File: config.mk
export PLATFORM = sky130hd
export DESIGN_NAME = controlador_de_memoria_flat
export DESIGN_NICKNAME = d
export VERILOG_FILES = /design/src/rtl/controlador_de_memoria_pkg.sv /design/src/rtl/controlador_de_memoria_if.sv /design/src/rtl/controlador_de_memoria_gerador_de_enderecos.sv /design/src/rtl/controlador_de_memoria.sv /design/src/flat_wrapper.sv
export SDC_FILE = /design/constraint.sdc
export NUM_CORES = 1
export LEC_CHECK = 0
export ABC_AREA = 1
export CORE_MARGIN = 4
export CORE_UTILIZATION = 30
export DETAILED_ROUTE_END_ITERATION = 10
export PLACE_DENSITY = 0.65
export SYNTH_ARGS = -nofsm -noshare
export SYNTH_HDL_FRONTEND = slang
export SYNTH_SLANG_ARGS = --single-unit
File: constraint.sdc
create_clock -name clk -period 4.1 [get_ports clk]
set_input_delay 0.615 -clock clk [delete_from_list [all_inputs] [get_ports clk]]
set_output_delay 0.615 -clock clk [all_outputs]
set_load 0.01 [all_outputs]
File: src/rtl/controlador_de_memoria_pkg.sv
// controlador_de_memoria_pkg: op encodings, FSM states and address stride shared by the memory controller
package pacote_controlador_memoria;
  typedef enum logic [1:0] {OP_LOAD = 2'b00, OP_STORE = 2'b01, OP_COPY = 2'b10, OP_RSVD = 2'b11} op_t;
  typedef enum logic [2:0] {ST_IDLE, ST_LOAD, ST_STORE, ST_CPY_RD, ST_CPY_WR, ST_RESP} state_t;
  localparam int ADDR_INC = 2;
endpackage

File: src/rtl/controlador_de_memoria_if.sv
// controlador_de_memoria_if: request/response handshake bundle for the memory controller
interface controlador_de_memoria_if #(
  parameter int ADDR_W = 16,
  parameter int DATA_W = 16,
  parameter int LEN_W  = 8
);
  logic              req_valid;
  logic              req_ready;
  logic [1:0]        req_op;
  logic [ADDR_W-1:0] req_addr;
  logic [ADDR_W-1:0] req_addr2;
  logic [DATA_W-1:0] req_wdata;
  logic [LEN_W-1:0]  req_len;
  logic              rsp_valid;
  logic              rsp_ready;
  logic [DATA_W-1:0] rsp_rdata;
  logic              rsp_err;
  modport slave (
    input  req_valid, req_op, req_addr, req_addr2, req_wdata, req_len, rsp_ready,
    output req_ready, rsp_valid, rsp_rdata, rsp_err
  );
  modport master (
    output req_valid, req_op, req_addr, req_addr2, req_wdata, req_len, rsp_ready,
    input  req_ready, rsp_valid, rsp_rdata, rsp_err
  );
endinterface

File: src/rtl/controlador_de_memoria_gerador_de_enderecos.sv
// gerador_de_enderecos: source/destination/count registers, loaded on accept and stepped after each copy write
module gerador_de_enderecos
  import pacote_controlador_memoria::*;
#(
  parameter int ADDR_W = 16,
  parameter int LEN_W  = 8
) (
  input  logic              clk,
  input  logic              rst_n,
  input  logic              load,
  input  logic              step,
  input  logic [ADDR_W-1:0] addr,
  input  logic [ADDR_W-1:0] addr2,
  input  logic [LEN_W-1:0]  len,
  output logic [ADDR_W-1:0] src,
  output logic [ADDR_W-1:0] dst,
  output logic [LEN_W-1:0]  count
);
  always_ff @(posedge clk) begin
    if (!rst_n) begin
      src   <= '0;
      dst   <= '0;
      count <= '0;
    end else if (load) begin
      src   <= addr;
      dst   <= addr2;
      count <= len;
    end else if (step) begin
      src   <= src + ADDR_W'(ADDR_INC);
      dst   <= dst + ADDR_W'(ADDR_INC);
      count <= count - LEN_W'(1);
    end
  end
endmodule

File: src/rtl/controlador_de_memoria.sv
// controlador_de_memoria: LOAD/STORE/COPY memory controller FSM.
// Define ALIGN_CHECK_EN to reject odd byte addresses with rsp_err instead of forwarding them.
module controlador_de_memoria
  import pacote_controlador_memoria::*;
#(
  parameter int ADDR_W = 16,
  parameter int DATA_W = 16,
  parameter int LEN_W  = 8
) (
  input  logic                        clk,
  input  logic                        rst_n,
  controlador_de_memoria_if.slave     bus,
  output logic [ADDR_W-1:0]           mem_access_addr,
  output logic [DATA_W-1:0]           mem_write_data,
  output logic                        mem_write_en,
  output logic                        mem_read,
  input  logic [DATA_W-1:0]           mem_read_data
);
  state_t            state, nxt;
  op_t               op;
  logic [DATA_W-1:0] wdata_q, buf_q, rdata_q;
  logic              err_q;
  logic [ADDR_W-1:0] src, dst;
  logic [LEN_W-1:0]  count;
  logic              accept, rsvd, len_zero, mis;
  assign op       = op_t'(bus.req_op);
  assign accept   = bus.req_valid && state == ST_IDLE;
  assign rsvd     = op == OP_RSVD;
  assign len_zero = bus.req_len == '0;
`ifdef ALIGN_CHECK_EN
  assign mis = ((op == OP_LOAD || op == OP_STORE) && bus.req_addr[0]) ||
               (op == OP_COPY && !len_zero && (bus.req_addr[0] || bus.req_addr2[0]));
`else
  assign mis = 1'b0;
`endif
  gerador_de_enderecos #(.ADDR_W(ADDR_W), .LEN_W(LEN_W)) u_gen (
    .clk, .rst_n, .load(accept), .step(state == ST_CPY_WR),
    .addr(bus.req_addr), .addr2(bus.req_addr2), .len(bus.req_len),
    .src, .dst, .count
  );
  always_ff @(posedge clk) begin
    if (!rst_n) begin
      state   <= ST_IDLE;
      wdata_q <= '0;
      buf_q   <= '0;
      rdata_q <= '0;
      err_q   <= 1'b0;
    end else begin
      state <= nxt;
      if (accept) begin
        wdata_q <= bus.req_wdata;
        rdata_q <= '0;
        err_q   <= rsvd || mis;
      end
      if (state == ST_LOAD) rdata_q <= mem_read_data;
      if (state == ST_CPY_RD) buf_q <= mem_read_data;
    end
  end
  always_comb begin
    nxt             = state;
    mem_read        = 1'b0;
    mem_write_en    = 1'b0;
    mem_access_addr = '0;
    mem_write_data  = '0;
    case (state)
      ST_IDLE:   if (bus.req_valid) nxt = (rsvd || mis || (op == OP_COPY && len_zero)) ? ST_RESP :
                                          op == OP_LOAD ? ST_LOAD : op == OP_STORE ? ST_STORE : ST_CPY_RD;
      ST_LOAD:   begin
        nxt             = ST_RESP;
        mem_read        = 1'b1;
        mem_access_addr = src;
      end
      ST_STORE:  begin
        nxt             = ST_RESP;
        mem_write_en    = 1'b1;
        mem_access_addr = src;
        mem_write_data  = wdata_q;
      end
      ST_CPY_RD: begin
        nxt             = ST_CPY_WR;
        mem_read        = 1'b1;
        mem_access_addr = src;
      end
      ST_CPY_WR: begin
        nxt             = count == LEN_W'(1) ? ST_RESP : ST_CPY_RD;
        mem_write_en    = 1'b1;
        mem_access_addr = dst;
        mem_write_data  = buf_q;
      end
      ST_RESP:   if (bus.rsp_ready) nxt = ST_IDLE;
      default:   nxt = ST_IDLE;
    endcase
    // reset must kill any in-flight strobe in the same cycle it is asserted
    mem_read     = mem_read && rst_n;
    mem_write_en = mem_write_en && rst_n;
  end
  assign bus.req_ready = state == ST_IDLE;
  assign bus.rsp_valid = state == ST_RESP;
  assign bus.rsp_rdata = rdata_q;
  assign bus.rsp_err   = err_q;
endmodule

File: src/flat_wrapper.sv
// flat-port wrapper written by rule: the top's interface ports become plain ports
module controlador_de_memoria_flat import pacote_controlador_memoria::*;
#(
  parameter int ADDR_W = 16,
  parameter int DATA_W = 16,
  parameter int LEN_W  = 8
)
  (clk, rst_n, mem_access_addr, mem_write_data, mem_write_en, mem_read, mem_read_data, bus_req_valid, bus_req_op, bus_req_addr, bus_req_addr2, bus_req_wdata, bus_req_len, bus_rsp_ready, bus_req_ready, bus_rsp_valid, bus_rsp_rdata, bus_rsp_err);
  controlador_de_memoria_if #(.ADDR_W(ADDR_W), .DATA_W(DATA_W), .LEN_W(LEN_W)) bus_i ();
  input  logic clk;
  input  logic rst_n;
  output logic [ADDR_W-1:0] mem_access_addr;
  output logic [DATA_W-1:0] mem_write_data;
  output logic mem_write_en;
  output logic mem_read;
  input  logic [DATA_W-1:0] mem_read_data;
  input wire logic [$bits(bus_i.req_valid)-1:0] bus_req_valid;
  input wire logic [$bits(bus_i.req_op)-1:0] bus_req_op;
  input wire logic [$bits(bus_i.req_addr)-1:0] bus_req_addr;
  input wire logic [$bits(bus_i.req_addr2)-1:0] bus_req_addr2;
  input wire logic [$bits(bus_i.req_wdata)-1:0] bus_req_wdata;
  input wire logic [$bits(bus_i.req_len)-1:0] bus_req_len;
  input wire logic [$bits(bus_i.rsp_ready)-1:0] bus_rsp_ready;
  output wire logic [$bits(bus_i.req_ready)-1:0] bus_req_ready;
  output wire logic [$bits(bus_i.rsp_valid)-1:0] bus_rsp_valid;
  output wire logic [$bits(bus_i.rsp_rdata)-1:0] bus_rsp_rdata;
  output wire logic [$bits(bus_i.rsp_err)-1:0] bus_rsp_err;
  assign bus_i.req_valid = bus_req_valid;
  assign bus_i.req_op = bus_req_op;
  assign bus_i.req_addr = bus_req_addr;
  assign bus_i.req_addr2 = bus_req_addr2;
  assign bus_i.req_wdata = bus_req_wdata;
  assign bus_i.req_len = bus_req_len;
  assign bus_i.rsp_ready = bus_rsp_ready;
  assign bus_req_ready = bus_i.req_ready;
  assign bus_rsp_valid = bus_i.rsp_valid;
  assign bus_rsp_rdata = bus_i.rsp_rdata;
  assign bus_rsp_err = bus_i.rsp_err;
  controlador_de_memoria #(.ADDR_W(ADDR_W), .DATA_W(DATA_W), .LEN_W(LEN_W)) u_core (.clk(clk), .rst_n(rst_n), .bus(bus_i), .mem_access_addr(mem_access_addr), .mem_write_data(mem_write_data), .mem_write_en(mem_write_en), .mem_read(mem_read), .mem_read_data(mem_read_data));
endmodule
======== Word level (Yosys, flattened, before mapping) ========
Index checks and enable logic that the tools add are counted.
Widths: inputs -> output; s select.
word-level totals
  bits in registers ....................... 92
  input bits .............................. 78
  output and inout port bits .............. 53
  logic and storage cells ................. 56
cells by class
  add/subtract/negate cells ............... 3
  eq/ne operators ......................... 11
  mux-type cells .......................... 19
  reductions and logical operators ........ 15
operators by type and width
  kind                   count
  $mux 16                6
  $pmux 16 s2            2
  $add 16x2->16 const B  2
  $mux 8                 2
  $mux 3                 5
  $pmux 3 s5             1
  $eq 8x1->1 const B     1
  $logic_not 8->1        1
  $sub 8x1->8 const B    1
  $eq 3x2->1 const B     2
  $eq 3x3->1 const B     2
  $reduce_or 2->1        3
  $eq 2x2->1 const B     2
  $logic_and 1x1->1      4
  $ne 2x2->1 const B     2
  $reduce_bool 2->1      2
  $eq 3x1->1 const B     1
  $logic_not 3->1        1
  $mux 1                 3
  $reduce_or 3->1        1
  $eq 2x1->1 const B     1
  $logic_not 2->1        1
  $reduce_and 2->1       1
  $logic_or 1x1->1       1

======== Depth between registers and ports, before layout ========
Gate-level depths: netlist (run 1).
  depth after elaboration ................. 6
  mapped depth ............................ 9
  depth with buffers taken out ............ 9

======== By module ========
Synthesis (run 1) repeated with hierarchy kept, for this count alone.
unflattened totals
  cell total of the unflattened synthesis .. 703
  area, all modules ....................... 4897.2 um2
by module, submodules not included
  module                  times used  cells each  area an instance (um2)
  controlador_de_memoria  1           361         2499.9
  gerador_de_enderecos    1           342         2397.3

======== Worst setup path before layout (run 1) ========
No wires, ideal clock.
  path type ............................... reg2out
  from .................................... register u_core.state[1]
  to ...................................... output mem_access_addr[7]
  arrival time ............................ 1271 ps
  data required time ...................... 3485 ps
  setup slack ............................. 2214 ps
  cell stages (with the launch flop) ...... 7
  cells stage by stage .................... dfxtp_1 -> inv_2 -> buf_2 -> nand2_1 -> nand2_1 -> clkbuf_1 -> o21ai_0
on the way
  longest elaborated chain between the ends .. 3
  elaborated cells between the ends (all ways) .. 6
  classes of those cells .................. eq/ne: 4; mux: 1; reduce/logical: 1
ends and longest elaborated chain
  element                                          RTL line                      RTL
  start: declaration                               controlador_de_memoria.sv:19  state_t state, nxt;
  start signal: assignment                         controlador_de_memoria.sv:49  state <= nxt;
  $eq 3x2->1 / $eq 3x1->1 (equally long branches)  controlador_de_memoria.sv:65  case (state)
  $reduce_or 3->1 (no source line)                 -
  $pmux 16 s2 *                                    controlador_de_memoria.sv:65
  end: declaration                                 flat_wrapper.sv:12            output logic [ADDR_W-1:0] mem_access_addr;
Mark *: on every way between the ends. The rest lies on a longest branch, timed or not.

======== Final worst setup path (run 1) ========
  from .................................... register u_core.state[0]
  to ...................................... output mem_access_addr[1]
The elaborated chain is that of the path after synthesis.

==> results of run 1 <==
[cell families after synthesis]
group,count (synthesis)
AOI/OAI and AO/OA,155
xor gates and xnor gates,5
adders and majority gates,4
buffers and inverters,129
DFF,92
and+or+nand+nor,366
[flip-flops by register name, summed over array words and instances, names as in the netlist]
| register | count |
|---|---|
| u_core.u_gen.count | 8 |
| u_core.bus.rsp_rdata | 16 |
| u_core.u_gen.src | 16 |
| u_core.buf_q | 16 |
| u_core.u_gen.dst | 16 |
| u_core.wdata_q | 16 |
| u_core.state | 3 |
| u_core.bus.rsp_err | 1 |
[layer usage]
metal / vias to the layer above / GRT usage / wire length, µm
met4: 0 / 0.0689 / 427
met5: - / 0 / 0
met3: 27 / 0.0374 / 1020
li1: 2691 / - / -
met2: 157 / 0.283 / 7460
met1: 2463 / 0.230 / 7350
[placed cells by master (no fill, tap or decap), types with 8 or more instances in the layout]
cell / n
o21ai_0: 66
a21oi_1: 54
nor3_1: 8
nand2_1: 168
nand4_1: 31
dfxtp_1: 92
inv_1: 80
clkbuf_16: 9
nand3_1: 66
clkdlybuf4s50_1: 129
o22ai_1: 8
nor2_1: 81
o211ai_1: 11
[stage by stage]
| stage | util | std cells | setup WS, ns |
|---|---|---|---|
| floorplan | - | 751 | 2.21 |
| global placement | 0.396 | 1061 | 1.11 |
| detailed placement | 0.396 | 1061 | 1.04 |
| CTS | 0.416 | 1077 | 0.623 |
| global route | 0.416 | 1077 | 0.424 |
| finish | 0.416 | 1078 | 0.601 |
[power breakdown]
part	switching, mW	internal, mW	total, mW
logic	1.24	0.730	1.97
clock network	0.403	0.501	0.905
registers	0.226	1.16	1.39
total	1.87	2.39	4.26
[worst max-delay path, delay by kind of cell, from the launching register on]
| family | cells | cell delay, ns |
|---|---|---|
| buf+inv | 2 | 0.79 |
| simple gates | 2 | 0.47 |
| flops | 1 | 0.80 |
| compound gates | 1 | 0.46 |
[cells in the mapped netlist (all sizes together)]
cell and number:
nand2 169, dfxtp 92, inv 88, nor2 84, o21ai 67, nand3 66
a21oi 54, nand4 31, buf 21, clkbuf 20, o211ai 11, nor3 9
o22ai 8, a31oi 7, a211oi 5, ha 4, or2 4, xor2 3
nor3b 2, o311ai 2, xnor2 2, nor4 1, o21bai 1
[worst paths after layout]
check                                                     start                                 to  cells past startpoint
worst min-delay path            u_core.wdata_q[12]$_SDFFE_PN0P_    u_core.wdata_q[12]$_SDFFE_PN0P_                      2
worst min register to register  u_core.wdata_q[12]$_SDFFE_PN0P_    u_core.wdata_q[12]$_SDFFE_PN0P_                      2
worst max-delay path               u_core.state[0]$_SDFFE_PN0P_                 mem_access_addr[1]                      5
worst max register to register     u_core.state[0]$_SDFFE_PN0P_  u_core.u_gen.src[12]$_SDFFE_PN0N_                     10
[area by class of cell]
cell class | count | area [µm²]
Sequential cell | 92 | 1840
Antenna cell | 1 | 2.50
Clock buffer | 10 | 239
Inverter | 88 | 333
Clock inverter | 6 | 73.8
Tap cell | 216 | 270
Fill cell | 1714 | 9350
Timing Repair Buffer | 135 | 1330
Multi-Input combinational cell | 530 | 2560
==> impl_metrics.yaml, run 1 <==
timing:
  finalCriticalPeriod_ns: 3.50
  hold_ws_ns: 0.450
  clock.fmax_mhz: 286
  rsz0062_at_grt: "no"
  finClkSkew_ns: 0.0120
  final.period_utilization: 0.854
  fin_tns_setup_ns: 0
  hold_viol_final: 0
  finalSetupViolCount: 0
  max-slew-margin-rel: 0.424
  tightest_slew_ns: 0.863
  drv_slew: 0
critical_path:
  crit_chain: "inv_2, nand2_1, nand2_1, o21ai_0, clkdlybuf4s50_1"
  cp_data_arrival_time_ns: 2.88
  slowest_delay_ns: 0.80
  rrSetupSlack_ns: 1.47
  critPathLaunchType: "flip-flop"
  crit_path_end_kind: "output port"
  crit_type: "reg2out"
  crit_path_frequent_cell: "nand2_1"
  cpMaxStageDelayCell: "dfxtp_1"
  crit_required_ns: 3.48
  critPathMaxFanout: 20
logic_synthesis:
  synth_seq_cells: 92
  synth_top_family_by_area: "simple AND/OR/NAND/NOR gates"
  synthCells: 751
  synthSimpleGateAreaFrac: 0.328
  syn_area_per_cell_um2: 6.57
  synth-seq-area-share: 0.373
  synth_compound_area_frac: 0.171
  syn_area_um2: 4940
  synth_nets: 833
  synth_fa_ha_area_frac: 0.0101
  yosysWarnings: 0
  synth_top_area_frac: 0.373
  yosysUniqueCellTypes: 35
  synth_xor_xnor_area_share: 0.00887
  yosys-top-cells-area: "dfxtp_1 37%, nand2_1 13%, nand3_1 6.7%"
  synth_mux_area_frac: 0
  yosys.area.top_type: "dfxtp_1"
layout:
  fin_area_um2: 6650
  drive_above_1_share: 0.0441
  areaGrowthSynthToFinish_pct: 34.7
  layout.nets: 938
worst_hold_path:
  hp-class: "reg2reg"
floorplanning:
  start_util: 0.309
  die_area_um2: 18600
  rows: 46
  fp.dieW_um: 136
  die_y_um: 136
  core_um2: 16000
  ios: 131
pwr:
  p_per_area_nw_per_um2: 640
  power.total_mw: 4.26
  power.leakage_nw: 2.56
  irDropWorstVdd_v: 0.000617
run_status:
  status: "completed"
grt:
  antenna_found_initial: 0
  grt_max_degree: 90
  grt_usage: 0.176
  first_global_vias: 5041
  overflow: 0
  grt_pass1_wl_mm: 25.8
clock_tree:
  cts_max_level: 3
  clk_pin_slew_worst_paths_ns: 0.08
  clkSinkCount: 92
  root_buffer: "clkbuf_16"
  postCtsHoldBufs: 0
  cts_made_buffers: 9
  clk_latency_ns: 0.36
  cts_setup_buffers: 0
  clk_path_buf_depth: 2
  cts_tree: "yes"
  cts_resized: 0
run:
  max-cap-violations: 0
route:
  drt_pre_antenna_iters: 5
  drc: 0
  vias_per_cell: 4.95
  post_drt_wl_per_cell_um: 15.1
  vias: 5338
  drt_iter0_drc: 368
  ant_nets: 0
  routed_wl_mm: 16.3
place:
  io_buffer_count: 130
  post-dp-hpwl_mm: 11.2
  gp_congestion: 0.868
  place_area_um2: 6340
Note: power is estimated with default switching activity, not from simulation.
==> run 2, diff against run 1 <==
--- a/config.mk
+++ b/config.mk
@@ -13,3 +13,4 @@
 export SYNTH_ARGS = -nofsm -noshare
 export SYNTH_HDL_FRONTEND = slang
 export SYNTH_SLANG_ARGS = --single-unit
+export TNS_END_PERCENT = 10
==> results of run 2 <==
Same layout as run 1: the final DEF is identical, and so are final timing and power.
